File: config.mk
export PLATFORM = sky130hd
export DESIGN_NAME = trap_ctrl
export DESIGN_NICKNAME = d
export VERILOG_FILES = /design/src/rtl/trap_ctrl_pkg.sv /design/src/rtl/trap_ctrl_prio_sel.sv /design/src/rtl/trap_ctrl.sv
export SDC_FILE = /design/constraint.sdc
export NUM_CORES = 1
export LEC_CHECK = 0
export ABC_AREA = 1
export CAP_MARGIN = 20
export CORE_AREA = 5 5 318 320
export CTS_CLUSTER_DIAMETER = 60
export DETAILED_ROUTE_END_ITERATION = 7
export DIE_AREA = 0 0 323 325
export PLACE_DENSITY = 0.3
export SLEW_MARGIN = 10
export SYNTH_ARGS = -nofsm -noshare
export SYNTH_HDL_FRONTEND = slang
export SYNTH_SLANG_ARGS = --single-unit
File: constraint.sdc
create_clock -name clk_i -period 2.2 [get_ports clk_i]
set_clock_uncertainty 0.1 [all_clocks]
set_input_delay 0.22 -clock clk_i [delete_from_list [all_inputs] [get_ports clk_i]]
set_output_delay 0.22 -clock clk_i [all_outputs]
set_load 0.1 [all_outputs]
File: src/rtl/trap_ctrl_pkg.sv
// Shared constants and types for the machine-mode trap sequencer.
//   CSR addresses, mstatus/mie/mip bit positions, mcause codes, FSM states.
package trap_ctrl_pkg;

  localparam int unsigned CoreXlen = 64;
  localparam int unsigned CauseW   = 6;

  localparam logic [11:0] CSRmstatus = 12'h300;
  localparam logic [11:0] CSRmie     = 12'h304;
  localparam logic [11:0] CSRmip     = 12'h344;

  localparam int unsigned MieBit  = 3;
  localparam int unsigned MpieBit = 7;
  localparam int unsigned MppLo   = 11;
  localparam int unsigned MppHi   = 12;
  localparam int unsigned MsiBit  = 3;
  localparam int unsigned MtiBit  = 7;
  localparam int unsigned MeiBit  = 11;

  // Synchronous exception codes (mcause low bits, interrupt bit clear).
  typedef enum logic [CauseW-1:0] {
    CauseInstrMisaligned = 6'd0,
    CauseInstrAccess     = 6'd1,
    CauseIllegalInstr    = 6'd2,
    CauseBreakpoint      = 6'd3,
    CauseLoadMisaligned  = 6'd4,
    CauseLoadAccess      = 6'd5,
    CauseStoreMisaligned = 6'd6,
    CauseStoreAccess     = 6'd7,
    CauseEcallM          = 6'd11
  } csr_mcause_e;

  // Interrupt codes share the low bits with exceptions; the interrupt bit tells them apart.
  localparam logic [CauseW-1:0] CauseIrqMsi = 6'd3;
  localparam logic [CauseW-1:0] CauseIrqMti = 6'd7;
  localparam logic [CauseW-1:0] CauseIrqMei = 6'd11;

  typedef enum logic [1:0] {
    TrapIdle,
    TrapFlush,
    TrapCommit
  } trap_state_e;

  // One bit per machine interrupt source, used for mie, mip and pending.
  typedef struct packed {
    logic mei;
    logic mti;
    logic msi;
  } irq_vec_t;

endpackage

File: src/rtl/trap_ctrl_prio_sel.sv
// Combinational trap priority picker.
//   expt_req_i/expt_cause_i : per-stage exception requests, highest index is oldest
//   irq_pend_i              : enabled and pending interrupts
//   expt_*_o                : winning stage index, valid, cause
//   irq_*_o                 : winning interrupt valid and cause (MEI > MSI > MTI)
module trap_ctrl_prio_sel
  import trap_ctrl_pkg::*;
#(
  parameter int unsigned NStages = 3,
  localparam int unsigned IdxW = (NStages > 1) ? $clog2(NStages) : 1
) (
  input  logic [NStages-1:0]             expt_req_i,
  input  logic [NStages-1:0][CauseW-1:0] expt_cause_i,
  input  irq_vec_t                       irq_pend_i,
  output logic                           expt_valid_o,
  output logic [IdxW-1:0]                expt_idx_o,
  output logic [CauseW-1:0]              expt_cause_o,
  output logic                           irq_valid_o,
  output logic [CauseW-1:0]              irq_cause_o
);

  // Later iterations overwrite earlier ones, so the oldest requesting stage wins.
  always_comb begin
    expt_valid_o = 1'b0;
    expt_idx_o   = '0;
    expt_cause_o = '0;
    for (int i = 0; i < int'(NStages); i++) begin
      if (expt_req_i[i]) begin
        expt_valid_o = 1'b1;
        expt_idx_o   = IdxW'(i);
        expt_cause_o = expt_cause_i[i];
      end
    end
  end

  always_comb begin
    irq_valid_o = 1'b1;
    irq_cause_o = CauseIrqMei;
    if (irq_pend_i.mei)      irq_cause_o = CauseIrqMei;
    else if (irq_pend_i.msi) irq_cause_o = CauseIrqMsi;
    else if (irq_pend_i.mti) irq_cause_o = CauseIrqMti;
    else                     irq_valid_o = 1'b0;
  end

endmodule

File: src/rtl/trap_ctrl.sv
// Trap sequencer: arbitrates exceptions/mret/interrupts, flushes the pipe,
// then issues a one-cycle commit to the CSR file. Owns mstatus.MIE/MPIE, mie, mip.
//   expt_*_i       : per-stage exception requests (highest index oldest)
//   mret_i/retire_*: mret request and interrupt return point
//   irq_*_i        : level interrupt lines
//   csr_*          : CSR access port for mstatus/mie/mip
//   flush_o/flush_done_i : pipeline kill handshake
//   trap_*_o       : commit strobe and payload; busy_o stalls fetch
module trap_ctrl
  import trap_ctrl_pkg::*;
#(
  parameter int unsigned NStages = 3,
  parameter int unsigned Xlen    = CoreXlen
) (
  input  logic                           clk_i,
  input  logic                           rst_ni,
  input  logic [NStages-1:0]             expt_req_i,
  input  logic [NStages-1:0][CauseW-1:0] expt_cause_i,
  input  logic [NStages-1:0][Xlen-1:0]   expt_value_i,
  input  logic [NStages-1:0][Xlen-1:0]   expt_pc_i,
  input  logic                           mret_i,
  input  logic                           retire_valid_i,
  input  logic [Xlen-1:0]                retire_pc_i,
  input  logic                           irq_sw_i,
  input  logic                           irq_timer_i,
  input  logic                           irq_ext_i,
  input  logic                           csr_we_i,
  input  logic [11:0]                    csr_addr_i,
  input  logic [Xlen-1:0]                csr_wdata_i,
  output logic [Xlen-1:0]                csr_rdata_o,
  output logic                           csr_hit_o,
  output logic                           flush_o,
  input  logic                           flush_done_i,
  output logic                           trap_valid_o,
  output logic                           trap_is_mret_o,
  output logic [Xlen-1:0]                trap_cause_o,
  output logic [Xlen-1:0]                trap_value_o,
  output logic [Xlen-1:0]                trap_pc_o,
  output logic                           busy_o
);

  localparam int unsigned IdxW = (NStages > 1) ? $clog2(NStages) : 1;

  trap_state_e     state_q, state_d;
  logic            mstatus_mie_q, mstatus_mie_d;
  logic            mstatus_mpie_q, mstatus_mpie_d;
  irq_vec_t        mie_q, mie_d;
  logic            mret_q, mret_d;
  logic [Xlen-1:0] cause_q, cause_d;
  logic [Xlen-1:0] value_q, value_d;
  logic [Xlen-1:0] pc_q, pc_d;
  logic            flush_q, flush_d;
  logic            busy_q, busy_d;
  logic            trap_valid_q, trap_valid_d;

  irq_vec_t        mip, irq_pend;
  logic            sel_expt_valid, sel_irq_valid;
  logic [IdxW-1:0] sel_expt_idx;
  logic [CauseW-1:0] sel_expt_cause, sel_irq_cause;
  logic            unused_wdata;

  assign unused_wdata = ^csr_wdata_i;

  assign mip      = '{mei: irq_ext_i, mti: irq_timer_i, msi: irq_sw_i};
  assign irq_pend = mip & mie_q & {3{mstatus_mie_q}};

  trap_ctrl_prio_sel #(.NStages(NStages)) u_prio_sel (
    .expt_req_i   (expt_req_i),
    .expt_cause_i (expt_cause_i),
    .irq_pend_i   (irq_pend),
    .expt_valid_o (sel_expt_valid),
    .expt_idx_o   (sel_expt_idx),
    .expt_cause_o (sel_expt_cause),
    .irq_valid_o  (sel_irq_valid),
    .irq_cause_o  (sel_irq_cause)
  );

  // Next-state, capture and CSR update; commit-time MIE/MPIE update overrides a CSR write.
  always_comb begin
    state_d        = state_q;
    mstatus_mie_d  = mstatus_mie_q;
    mstatus_mpie_d = mstatus_mpie_q;
    mie_d          = mie_q;
    mret_d         = mret_q;
    cause_d        = cause_q;
    value_d        = value_q;
    pc_d           = pc_q;

    if (csr_we_i) begin
      if (csr_addr_i == CSRmstatus) begin
        mstatus_mie_d  = csr_wdata_i[MieBit];
        mstatus_mpie_d = csr_wdata_i[MpieBit];
      end else if (csr_addr_i == CSRmie) begin
        mie_d = '{mei: csr_wdata_i[MeiBit], mti: csr_wdata_i[MtiBit], msi: csr_wdata_i[MsiBit]};
      end
    end

    unique case (state_q)
      TrapIdle: begin
        if (sel_expt_valid) begin
          state_d = TrapFlush;
          mret_d  = 1'b0;
          cause_d = '0;
          cause_d[CauseW-1:0] = sel_expt_cause;
          value_d = expt_value_i[sel_expt_idx];
          pc_d    = expt_pc_i[sel_expt_idx];
        end else if (mret_i) begin
          state_d = TrapFlush;
          mret_d  = 1'b1;
          cause_d = '0;
          value_d = '0;
          pc_d    = '0;
        end else if (sel_irq_valid && retire_valid_i) begin
          state_d = TrapFlush;
          mret_d  = 1'b0;
          cause_d = '0;
          cause_d[CauseW-1:0] = sel_irq_cause;
          cause_d[Xlen-1]     = 1'b1;
          value_d = '0;
          pc_d    = retire_pc_i;
        end
      end
      TrapFlush: begin
        if (flush_done_i) state_d = TrapCommit;
      end
      TrapCommit: begin
        state_d = TrapIdle;
        if (mret_q) begin
          mstatus_mie_d  = mstatus_mpie_q;
          mstatus_mpie_d = 1'b1;
        end else begin
          mstatus_mpie_d = mstatus_mie_q;
          mstatus_mie_d  = 1'b0;
        end
      end
      default: state_d = TrapIdle;
    endcase

    flush_d      = (state_d == TrapFlush);
    busy_d       = (state_d != TrapIdle);
    trap_valid_d = (state_d == TrapCommit);
  end

  always_ff @(posedge clk_i or negedge rst_ni) begin
    if (!rst_ni) begin
      state_q        <= TrapIdle;
      mstatus_mie_q  <= 1'b0;
      mstatus_mpie_q <= 1'b0;
      mie_q          <= '0;
      mret_q         <= 1'b0;
      cause_q        <= '0;
      value_q        <= '0;
      pc_q           <= '0;
      flush_q        <= 1'b0;
      busy_q         <= 1'b0;
      trap_valid_q   <= 1'b0;
    end else begin
      state_q        <= state_d;
      mstatus_mie_q  <= mstatus_mie_d;
      mstatus_mpie_q <= mstatus_mpie_d;
      mie_q          <= mie_d;
      mret_q         <= mret_d;
      cause_q        <= cause_d;
      value_q        <= value_d;
      pc_q           <= pc_d;
      flush_q        <= flush_d;
      busy_q         <= busy_d;
      trap_valid_q   <= trap_valid_d;
    end
  end

  assign flush_o        = flush_q;
  assign busy_o         = busy_q;
  assign trap_valid_o   = trap_valid_q;
  assign trap_is_mret_o = trap_valid_q & mret_q;
  assign trap_cause_o   = trap_valid_q ? cause_q : '0;
  assign trap_value_o   = trap_valid_q ? value_q : '0;
  assign trap_pc_o      = trap_valid_q ? pc_q : '0;

  // CSR read port; MPP is hardwired to machine mode.
  always_comb begin
    csr_rdata_o = '0;
    csr_hit_o   = 1'b1;
    if (csr_addr_i == CSRmstatus) begin
      csr_rdata_o[MppHi:MppLo] = 2'b11;
      csr_rdata_o[MieBit]      = mstatus_mie_q;
      csr_rdata_o[MpieBit]     = mstatus_mpie_q;
    end else if (csr_addr_i == CSRmie) begin
      csr_rdata_o[MeiBit] = mie_q.mei;
      csr_rdata_o[MtiBit] = mie_q.mti;
      csr_rdata_o[MsiBit] = mie_q.msi;
    end else if (csr_addr_i == CSRmip) begin
      csr_rdata_o[MeiBit] = mip.mei;
      csr_rdata_o[MtiBit] = mip.mti;
      csr_rdata_o[MsiBit] = mip.msi;
    end else begin
      csr_hit_o = 1'b0;
    end
  end

endmodule
==> results.yml, run 1 <==
outcome:
  status: "completed"
sta:
  hold-worst-slack_ps: 210
  finalSetupViolations: 0
  finalCriticalPeriod_ps: 2070
  slew_headroom_pct: 54.2
  finalCritPeriodShare_pct: 94.0
  rsz0062_at_grt: "no"
  final_hold_viol_count: 0
  clock.fmax_mhz: 483
  drv_slew: 0
  tightest_slew_ps: 687
  setup_ws_ps: 131
route:
  drt_iter0_drc: 417
  vias_per_cell: 3.49
  drt_wl_total_mm: 65.3
  drt_pass1_iterations: 6
  routed-via-count: 13300
  antenna_left: 0
  drc: 0
  wl_per_cell_um: 17.2
synthesis:
  netlist_area_um2: 11000
  ys_warn_count: 0
  ys_seq_area_share_pct: 33.1
  synth.avg_cell_area_um2: 5.84
  synth.distinct_cells: 23
  synth_cells: 1888
  ys_ff_latch: 146
cts:
  cts_buffers: 17
  clock-sinks: 146
  cts.reportedPaths.clkPinSlew_ps: 70
  clk_latency_ps: 470
  cts.htree.levels: 4
  clock_path_buffers: 2
  cts_root_buffer: "clkbuf_16"
  cts_tree: "yes"
power_and_ir_drop:
  p_seq_share_pct: 22.6
  intPower_mw: 9.72
  pwr-share-comb_pct: 61.6
  p_sw_share_pct: 51.5
  clkPwrFrac_pct: 15.8
  power_switching_mw: 10.3
  ir_worst_vdd_mv: 0.566
  p_leak_nw: 10.2
  powerDensity_nw_per_um2: 949
  power.total_mw: 20.0
critical_path:
  start_kind: "register"
  slowest_delay_ps: 520
  cp.buffers_inverters: 4
  path_class: "register to output port"
  required_ps: 1880
  path_common_cell: "buf_12"
  crit_chain: "buf_12 -> buf_4 -> nand2_1 -> clkinvlp_4 -> buf_12"
  critPathSlowestCell: "dfrtp_4"
  end_kind: "output port"
  critical_path_arrival_ps: 1750
  critPathTopFamily: "buffers and inverters"
  cp_max_fo: 11
global_routing:
  grt_pass1_wl_mm: 93.8
  first_global_vias: 14300
  grt_max_degree: 73
  grt-busiest-layer: "met2"
  met3_usage_pct: 3.17
  met1_usage_pct: 13.5
  antenna_found_initial: 3
  grt_overflow_total: 0
  grt_util_met2_pct: 21.7
  track_usage_pct: 11.9
placed_design:
  gp_congestion: 0.832
  dpl.hpwl_mm: 54.3
  dp_cells: 3763
  dp_slack_ps: -58.8
  portBuffers: 636
final_layout:
  n_fill_cell: 11000
  drive_above_1_share_pct: 11.8
  area_growth_pct: 91.2
  layout_commonest_cell: "nand2_1"
  final_cell_mix: "nand2_1 (1,087), clkdlybuf4s50_1 (490), nand3_1 (216), buf_12 (163), dfrtp_1 (145)"
  layoutNonFillerInstCount: 3801
  seq_area_um2: 3660
  multi_input_area_um2: 5910
  num-nets-final: 3053
worst_hold_path:
  min_path_type: "input pin to register"
die:
  num_rows: 115
  boundaryPins: 815
  coreArea_um2: 97800
  dieArea_um2: 105000
  initial_utilization_pct: 11.3
  fp.dieH_um: 325
  fp.dieW_um: 323
flow_run:
  drv_cap: 0
final timing paths:
check | cells past startpoint | start | end | slack, ps
worst min-delay path | 3 | csr_wdata_i[11] | mie_q[2] | 210
min in group asynchronous | 2 | rst_ni | value_q[53] | 230
worst max register to register | 7 | mstatus_mie_q | cause_q[3] | 290
worst min register to register | 2 | pc_q[52] | pc_q[52] | 370
worst max-delay path | 5 | trap_valid_o | trap_pc_o[46] | 130
max in group asynchronous | 3 | rst_ni | value_q[19] | 1110
cell usage after synthesis:
library cell	number	area, µm²
o211ai_1	1	7.51
nor2_1	23	86.3
nand2_4	1	11.3
nand4_1	2	12.5
nor3_1	1	5.00
o2111ai_1	2	17.5
o21ai_0	9	45.0
nor2_2	2	12.5
clkbuf_1	63	236
conb_1	1	3.75
buf_2	19	95.1
a21oi_1	2	10.0
nand3b_1	1	7.51
nand3_1	216	1080
nand2_2	1	6.26
o21a_1	1	7.51
buf_4	130	976
inv_1	160	601
buf_1	13	48.8
nand2_1	1091	4100
a22oi_1	1	7.51
inv_2	2	7.51
dfrtp_1	146	3650
registers in the layout (all words and copies together) (netlist names):
signal          cells
busy_o              1
cause_q             7
flush_o             1
mie_q               3
mret_q              1
mstatus_mie_q       1
mstatus_mpie_q      1
pc_q               64
state_q             2
trap_valid_o        1
value_q            64
layout make-up:
type | instances | share of cell area [%]
Multi-Input combinational cell | 1471 | 28.0
Tap cell | 1287 | 7.63
Antenna cell | 3 | 0.0356
Inverter | 162 | 3.62
Timing Repair Buffer | 701 | 40.5
Clock inverter | 13 | 0.830
Sequential cell | 146 | 17.3
Clock buffer | 18 | 2.03
power groups by stage:
stage               Combinational, mW  Clock [mW]  Sequential (mW)
floorplan                        7.56           0             4.54
global placement                 12.5           0             4.56
detailed placement               12.6           0             4.57
CTS                              12.6        3.36             4.53
global route                     13.2        3.44             4.68
finish                           12.3        3.17             4.52
worst min-delay path, stage by stage:
cell	delay (ps)
clkdlybuf4s50_1	420
nand2_1	70
nand2_1	40
logic make-up after synthesis:
| logic type | share of synthesized area [%] |
|---|---|
| compound gates | 0.862 |
| simple gates | 48.2 |
| flops | 33.1 |
| other cells | 0.0340 |
| buf+inv | 17.8 |
what timing repair did:
item,in CTS,in global routing
hold buffers,1,0
pin swaps,0,0
gates cloned,0,1
resized for setup,1,3
endpoints found under the setup margin,1,9
hold endpoints to repair,40,0
setup buffers,0,2
layer usage:
metal  wire [µm]  up-vias
li1            -     6675
met1       26200     6094
met2       33000      452
met3        4560       49
met4        1560        0
met5           0        -
through the flow:
step / util (%) / cell area (µm²) / TNS, ps
CTS: 21.5 / 21000 / 0
global route: 21.6 / 21100 / 0
floorplan: - / 11600 / -170
global placement: 20.9 / 20400 / -123
finish: 21.6 / 21100 / 0
detailed placement: 20.9 / 20400 / -209
Note: power is estimated with default switching activity, not from simulation.
==> inputs of run 2 (changes only) <==
--- a/config.mk
+++ b/config.mk
@@ -11,6 +11,7 @@
 export CTS_CLUSTER_DIAMETER = 60
 export DETAILED_ROUTE_END_ITERATION = 7
 export DIE_AREA = 0 0 323 325
+export DONT_BUFFER_PORTS = 1
 export PLACE_DENSITY = 0.3
 export SLEW_MARGIN = 10
 export SYNTH_ARGS = -nofsm -noshare
==> results.yml, run 2 (same netlist as run 1, synthesis figures left out) <==
cts:
  cts_tree: "yes"
  cts_setup_buffers: 0
  cts_buffers: 17
  cts.reportedPaths.clkPinSlew_ps: 70
  clock-sinks: 146
  hold_buffers: 271
  clk_latency_ps: 480
  cts.htree.levels: 4
  clock_path_buffers: 2
  cts_root_buffer: "clkbuf_16"
route:
  wl_per_cell_um: 16.1
  drt_iter0_drc: 592
  antenna_left: 0
  drt_wl_total_mm: 56.6
  vias_per_cell: 3.50
  drt_pass1_iterations: 5
  routed-via-count: 12300
  drc: 0
die:
  boundaryPins: 815
  fp.dieW_um: 323
  dieArea_um2: 105000
  initial_utilization_pct: 11.3
  fp.dieH_um: 325
  coreArea_um2: 97800
  num_rows: 115
critical_path:
  slowest_delay_ps: 520
  start_kind: "register"
  critPathSlowestCell: "dfrtp_4"
  critical_path_arrival_ps: 1800
  cp_max_fo: 47
  critPathTopFamily: "buffers and inverters"
  required_ps: 1880
  cp.buffers_inverters: 2
  crit_chain: "buf_12 -> nand2_1 -> clkinvlp_4"
  timing.rr.start: "mstatus_mie_q"
  crit_start: "trap_valid_o"
  path_class: "register to output port"
  end_kind: "output port"
power_and_ir_drop:
  intPower_mw: 8.32
  clkPwrFrac_pct: 17.1
  ir_worst_vdd_mv: 0.428
  pwr-share-comb_pct: 58.1
  power_switching_mw: 9.76
  p_sw_share_pct: 54.0
  powerDensity_nw_per_um2: 1060
  p_leak_nw: 8.83
  p_seq_share_pct: 24.8
placed_design:
  portBuffers: 0
  dp_slack_ps: 211
  dpl.hpwl_mm: 44.9
  gp_congestion: 0.746
  dpl_cell_area_um2: 13400
flow_run:
  drv_cap: 0
sta:
  hold-worst-slack_ps: -669
  finalSetupViolations: 0
  slew_headroom_pct: 65.7
  clock.fmax_mhz: 471
  finalCritPeriodShare_pct: 96.5
  drv_slew: 0
  rsz0062_at_grt: "yes"
  tightest_slew_ps: 514
  finalCriticalPeriod_ps: 2120
  setup_ws_ps: 77.0
  final_hold_viol_count: 146
final_layout:
  n_fill_cell: 11400
  stdcell_area_um2: 17000
  layout_commonest_cell: "nand2_1"
  num-nets-final: 2773
  drive_above_1_share_pct: 10.9
  reg_top3: "pc_q (64), value_q (64), cause_q (7)"
  multi_input_area_um2: 5930
  diodes: 0
  area_growth_pct: 54.0
  seq_area_um2: 3660
  final_cell_mix: "nand2_1 (1,080), dlygate4sd3_1 (271), nand3_1 (216), dfrtp_1 (145), inv_1 (120)"
global_routing:
  grt_pass1_wl_mm: 81.4
  antenna_found_initial: 2
  grt_max_degree: 147
  track_usage_pct: 10.4
  first_global_vias: 12700
  grt_overflow_total: 0
outcome:
  violations: "negative hold slack"
  status: "finished, violations left"
worst_hold_path:
  min_path_type: "input pin to asynchronous set/reset pin"
## run 2: layer usage
layer	GRT usage [%]	part of all wire [%]	vias to the layer above
li1	-	-	6110
met4	3.21	1.9	0
met3	2.90	6.8	34
met2	18.3	50	462
met5	0	0	-
met1	12.1	41	5710
## run 2: final timing paths
kind                            endpoint  slack, ps  cells after the start
min reg2reg                      pc_q[6]        370                      2
min in group clk_i            cause_q[4]         30                      4
max in group asynchronous   trap_valid_o       2300                      0
max                        trap_pc_o[42]         80                      3
min                             pc_q[19]       -670                      0
max reg2reg                   cause_q[5]        260                      8
## run 2: layout make-up
| cell class | instances | share of cell area, % |
|---|---|---|
| Tap cell | 1287 | 9.48 |
| Timing Repair Buffer | 421 | 26.2 |
| Clock buffer | 23 | 2.87 |
| Inverter | 162 | 4.49 |
| Multi-Input combinational cell | 1471 | 34.9 |
| Sequential cell | 146 | 21.5 |
| Clock inverter | 9 | 0.611 |
## run 2: what timing repair did
item                                    CTS  global route
resized for setup                         8            63
endpoints found under the setup margin    6            70
hold endpoints to repair                288           146
## run 2: power by group through the flow
stage	clock [mW]	sequential, mW	combinational (mW)
after floorplan	0	4.54	7.56
after global placement	0	4.52	10.1
after global routing	3.36	4.64	11.4
after detailed placement	0	4.51	10.1
after CTS	3.29	4.48	10.6
final	3.09	4.49	10.5
## run 2: stage by stage
stage	power, mW	hold slack [ps]	util, %	setup TNS [ps]	instances
4_1_cts	18.4	-742	17.1	-32.8	3519
6_report	18.1	-669	17.4	0	3519
3_3_place_gp	14.6	-167	13.7	0	3216
5_1_grt	19.4	-722	17.4	-215	3519
3_5_place_dp	14.6	-167	13.7	0	3216
2_1_floorplan	12.1	-176	-	-170	2004
==> inputs of run 3 (changes only) <==
--- a/config.mk
+++ b/config.mk
@@ -8,6 +8,7 @@
 export ABC_AREA = 1
 export CAP_MARGIN = 20
 export CORE_AREA = 5 5 318 320
+export CTS_BUF_LIST = sky130_fd_sc_hd__clkbuf_2
 export CTS_CLUSTER_DIAMETER = 60
 export DETAILED_ROUTE_END_ITERATION = 7
 export DIE_AREA = 0 0 323 325
==> results.yml, run 3 <==
outcome:
  status: "aborted with a tool error"
  haltStage: "clock tree synthesis"
  tool.error: "[ERROR RSZ-0060] Max buffer count reached."
synthesis:
  synth-async-reset-ratio_pct: 100
  ys_seq_area_share_pct: 33.1
  synth_edf_count: 0
  synth-simple-area-share_pct: 48.2
  synth_compound_area_share_pct: 0.862
  synth.distinct_cells: 23
  ys_warn_count: 0
  synth-adder-area-share_pct: 0
  yosys-top-cells-count: "nand2_1 (1,091), nand3_1 (216), inv_1 (160), dfrtp_1 (146), buf_4 (130)"
  yosys-top-cells-area: "nand2_1 (37%), dfrtp_1 (33%), nand3_1 (9.8%)"
  yosys.area.top_type: "nand2_1"
  synth-main-ff-cell: "dfrtp_1"
  synth.most_common_cell: "nand2_1"
  muxShareOfSynthArea_pct: 0
  netlist_area_um2: 11000
  synth-xor-area-share_pct: 0
  ys_ff_latch: 146
  synth_cells: 1888
  yosys.area.top_type_share_pct: 37.1
  synth_top_family_by_area: "simple AND/OR/NAND/NOR gates"
  synth.avg_cell_area_um2: 5.84
cts:
  cts_resized: 167
  cts.htree.levels: 4
  clock_path_buffers: 2
  hold_buffers: 650
  cts_root_buffer: "clkbuf_2"
  clock-sinks: 146
  cts_setup_buffers: 0
  cts_buffers: 17
placed_design:
  gp_congestion: 0.746
  dp_slack_ps: 211
  portBuffers: 0
  dpl.hpwl_mm: 44.9
  dpl_cell_area_um2: 13400
  dp_cells: 3216
die:
  fp.dieW_um: 323
  num_rows: 115
  initial_utilization_pct: 11.3
  fp.dieH_um: 325
  boundaryPins: 815
==> run 3: cells by family after synthesis <==
| logic type | count (synthesis) |
|---|---|
| buffers and inverters | 387 |
| other | 1 |
| AOI/OAI and AO/OA | 16 |
| DFF | 146 |
| and+or+nand+nor | 1338 |
==> run 3: stage by stage <==
stage / utilization [%] / TNS (ps)
2_1_floorplan: - / -170
3_3_place_gp: 13.7 / 0
3_5_place_dp: 13.7 / 0
==> inputs of run 4 (changes only) <==
--- a/config.mk
+++ b/config.mk
@@ -7,13 +7,11 @@
 export LEC_CHECK = 0
 export ABC_AREA = 1
 export CAP_MARGIN = 20
-export CORE_AREA = 5 5 318 320
-export CTS_BUF_LIST = sky130_fd_sc_hd__clkbuf_2
-export CTS_CLUSTER_DIAMETER = 60
+export CORE_AREA = 5 5 317 319
 export DETAILED_ROUTE_END_ITERATION = 7
-export DIE_AREA = 0 0 323 325
+export DIE_AREA = 0 0 322 324
 export DONT_BUFFER_PORTS = 1
-export PLACE_DENSITY = 0.3
+export PLACE_DENSITY_LB_ADDON = 0.15
 export SLEW_MARGIN = 10
 export SYNTH_ARGS = -nofsm -noshare
 export SYNTH_HDL_FRONTEND = slang
==> results.yml, run 4 (same netlist as run 1, synthesis figures left out) <==
route:
  wl_met3_mm: 4.22
  routed-via-count: 12600
  antenna_left: 0
  wl_per_cell_um: 16.2
  wl_met1_mm: 22.7
  dr.max_layer_used: "met5"
  drt_pass1_iterations: 6
  wl_met2_mm: 29.0
  vias_per_cell: 3.58
  drt_wl_total_mm: 57.2
  drc: 0
  drt_iter0_drc: 586
outcome:
  violations: "negative hold slack"
  status: "finished, violations left"
critical_path:
  cp_max_fo: 28
  end_kind: "output port"
  start_kind: "register"
  r2r-end: "value_q[57]"
  timing.rr.start: "state_q[0]"
  ff2ff_path_depth: 6
  rrSetupSlack_ps: 200
  critical_path_arrival_ps: 1780
  required_ps: 1880
  path_class: "register to output port"
cts:
  cts.htree.levels: 4
  cts_setup_buffers: 0
  cts_root_buffer: "clkbuf_16"
  cts_tree: "yes"
  clk_latency_ps: 470
  clock-sinks: 146
  clock_path_buffers: 2
  hold_buffers: 260
  cts_buffers: 17
  cts.reportedPaths.clkPinSlew_ps: 70
global_routing:
  antenna_found_initial: 9
  grt_max_degree: 147
  grt_overflow_total: 0
  first_global_vias: 12900
  track_usage_pct: 10.4
  grt_pass1_wl_mm: 80.6
sta:
  hold-worst-slack_ps: -653
  rsz0062_at_grt: "yes"
  clock.fmax_mhz: 477
  finalCritPeriodShare_pct: 95.4
  tightest_slew_ps: 867
  finalSetupViolations: 0
  finalCriticalPeriod_ps: 2100
  finalSetupTns_ps: 0
  slew_headroom_pct: 42.2
  final_hold_viol_count: 146
  drv_slew: 0
die:
  num_rows: 115
  coreArea_um2: 97600
  initial_utilization_pct: 11.3
  dieArea_um2: 104000
  fp.dieH_um: 324
  boundaryPins: 815
  fp.dieW_um: 322
flow_run:
  drv_cap: 0
final_layout:
  utilization_pct: 18.5
  area_growth_pct: 63.6
  drive_above_1_share_pct: 11.4
  final_cell_mix: "nand2_1 (1,085), dlygate4sd3_1 (260), nand3_1 (216), dfrtp_1 (145), buf_12 (123)"
  reg_top3: "pc_q (64), value_q (64), cause_q (7)"
  layout_commonest_cell: "nand2_1"
  num-nets-final: 2779
power_and_ir_drop:
  ir_worst_vdd_mv: 0.467
  powerDensity_nw_per_um2: 1070
  p_leak_nw: 9.14
placed_design:
  gp_congestion: 0.887
  portBuffers: 0
  dpl.hpwl_mm: 44.7
worst_hold_path:
  min_path_type: "input pin to asynchronous set/reset pin"
==> run 4: cell type report <==
cell class | count | area [µm²]
inverter | 162 | 763
multi-input combinational | 1471 | 5910
timing repair buffer | 427 | 5440
clock inverter | 11 | 200
fill | 11200 | 79500
clock buffer | 21 | 460
sequential | 146 | 3660
antenna | 3 | 7.51
tap | 1287 | 1610
==> run 4: per-layer routing <==
metal | up-vias | global-route usage (%)
met4 | 4 | 3.28
met5 | - | 0
met2 | 525 | 18.5
met1 | 5908 | 11.9
li1 | 6127 | -
met3 | 61 | 3.01
==> run 4: through the flow <==
stage	setup slack [ps]	hold slack [ps]	power, mW	instances	area [µm²]
final	102	-653	19.4	3528	18000
after detailed placement	192	-163	15.7	3233	14700
after CTS	-7.59	-714	19.9	3525	18000
after global routing	-1.81	-705	20.7	3526	18000
after global placement	221	-163	15.7	3233	14700
after floorplan	-170	-176	12.1	2004	11600
==> run 4: worst max-delay path by stage <==
stage	startpoint	endpoint	slack [ps]	cells after the start
global route	trap_valid_o	trap_pc_o[63]	-2	4
global placement	mstatus_mie_q	value_q[46]	220	8
floorplan	csr_addr_i[6]	csr_hit_o	-170	5
finish	trap_valid_o	trap_pc_o[40]	100	5
detailed placement	mstatus_mie_q	value_q[33]	190	8
CTS	trap_valid_o	trap_value_o[17]	-8	4
==> run 4: worst max-delay path: stages (launching register included) <==
cell        delay (ps)
dfrtp_4            520
buf_12             180
buf_8              170
nand2_1            110
clkinvlp_4         110
buf_12             170
==> run 4: repair_timing <==
action	in CTS	in global routing
setup endpoints to repair	8	7
resized for setup	6	6
endpoints found under the hold margin	287	146
==> run 4: power by group <==
part / internal (mW) / leakage [nW] / switching [mW] / total, mW
Clock: 2.08 / 0.315 / 1.36 / 3.45
Sequential: 3.87 / 1.84 / 0.630 / 4.50
Combinational: 3.44 / 6.98 / 7.99 / 11.4
Total: 9.39 / 9.14 / 9.98 / 19.4
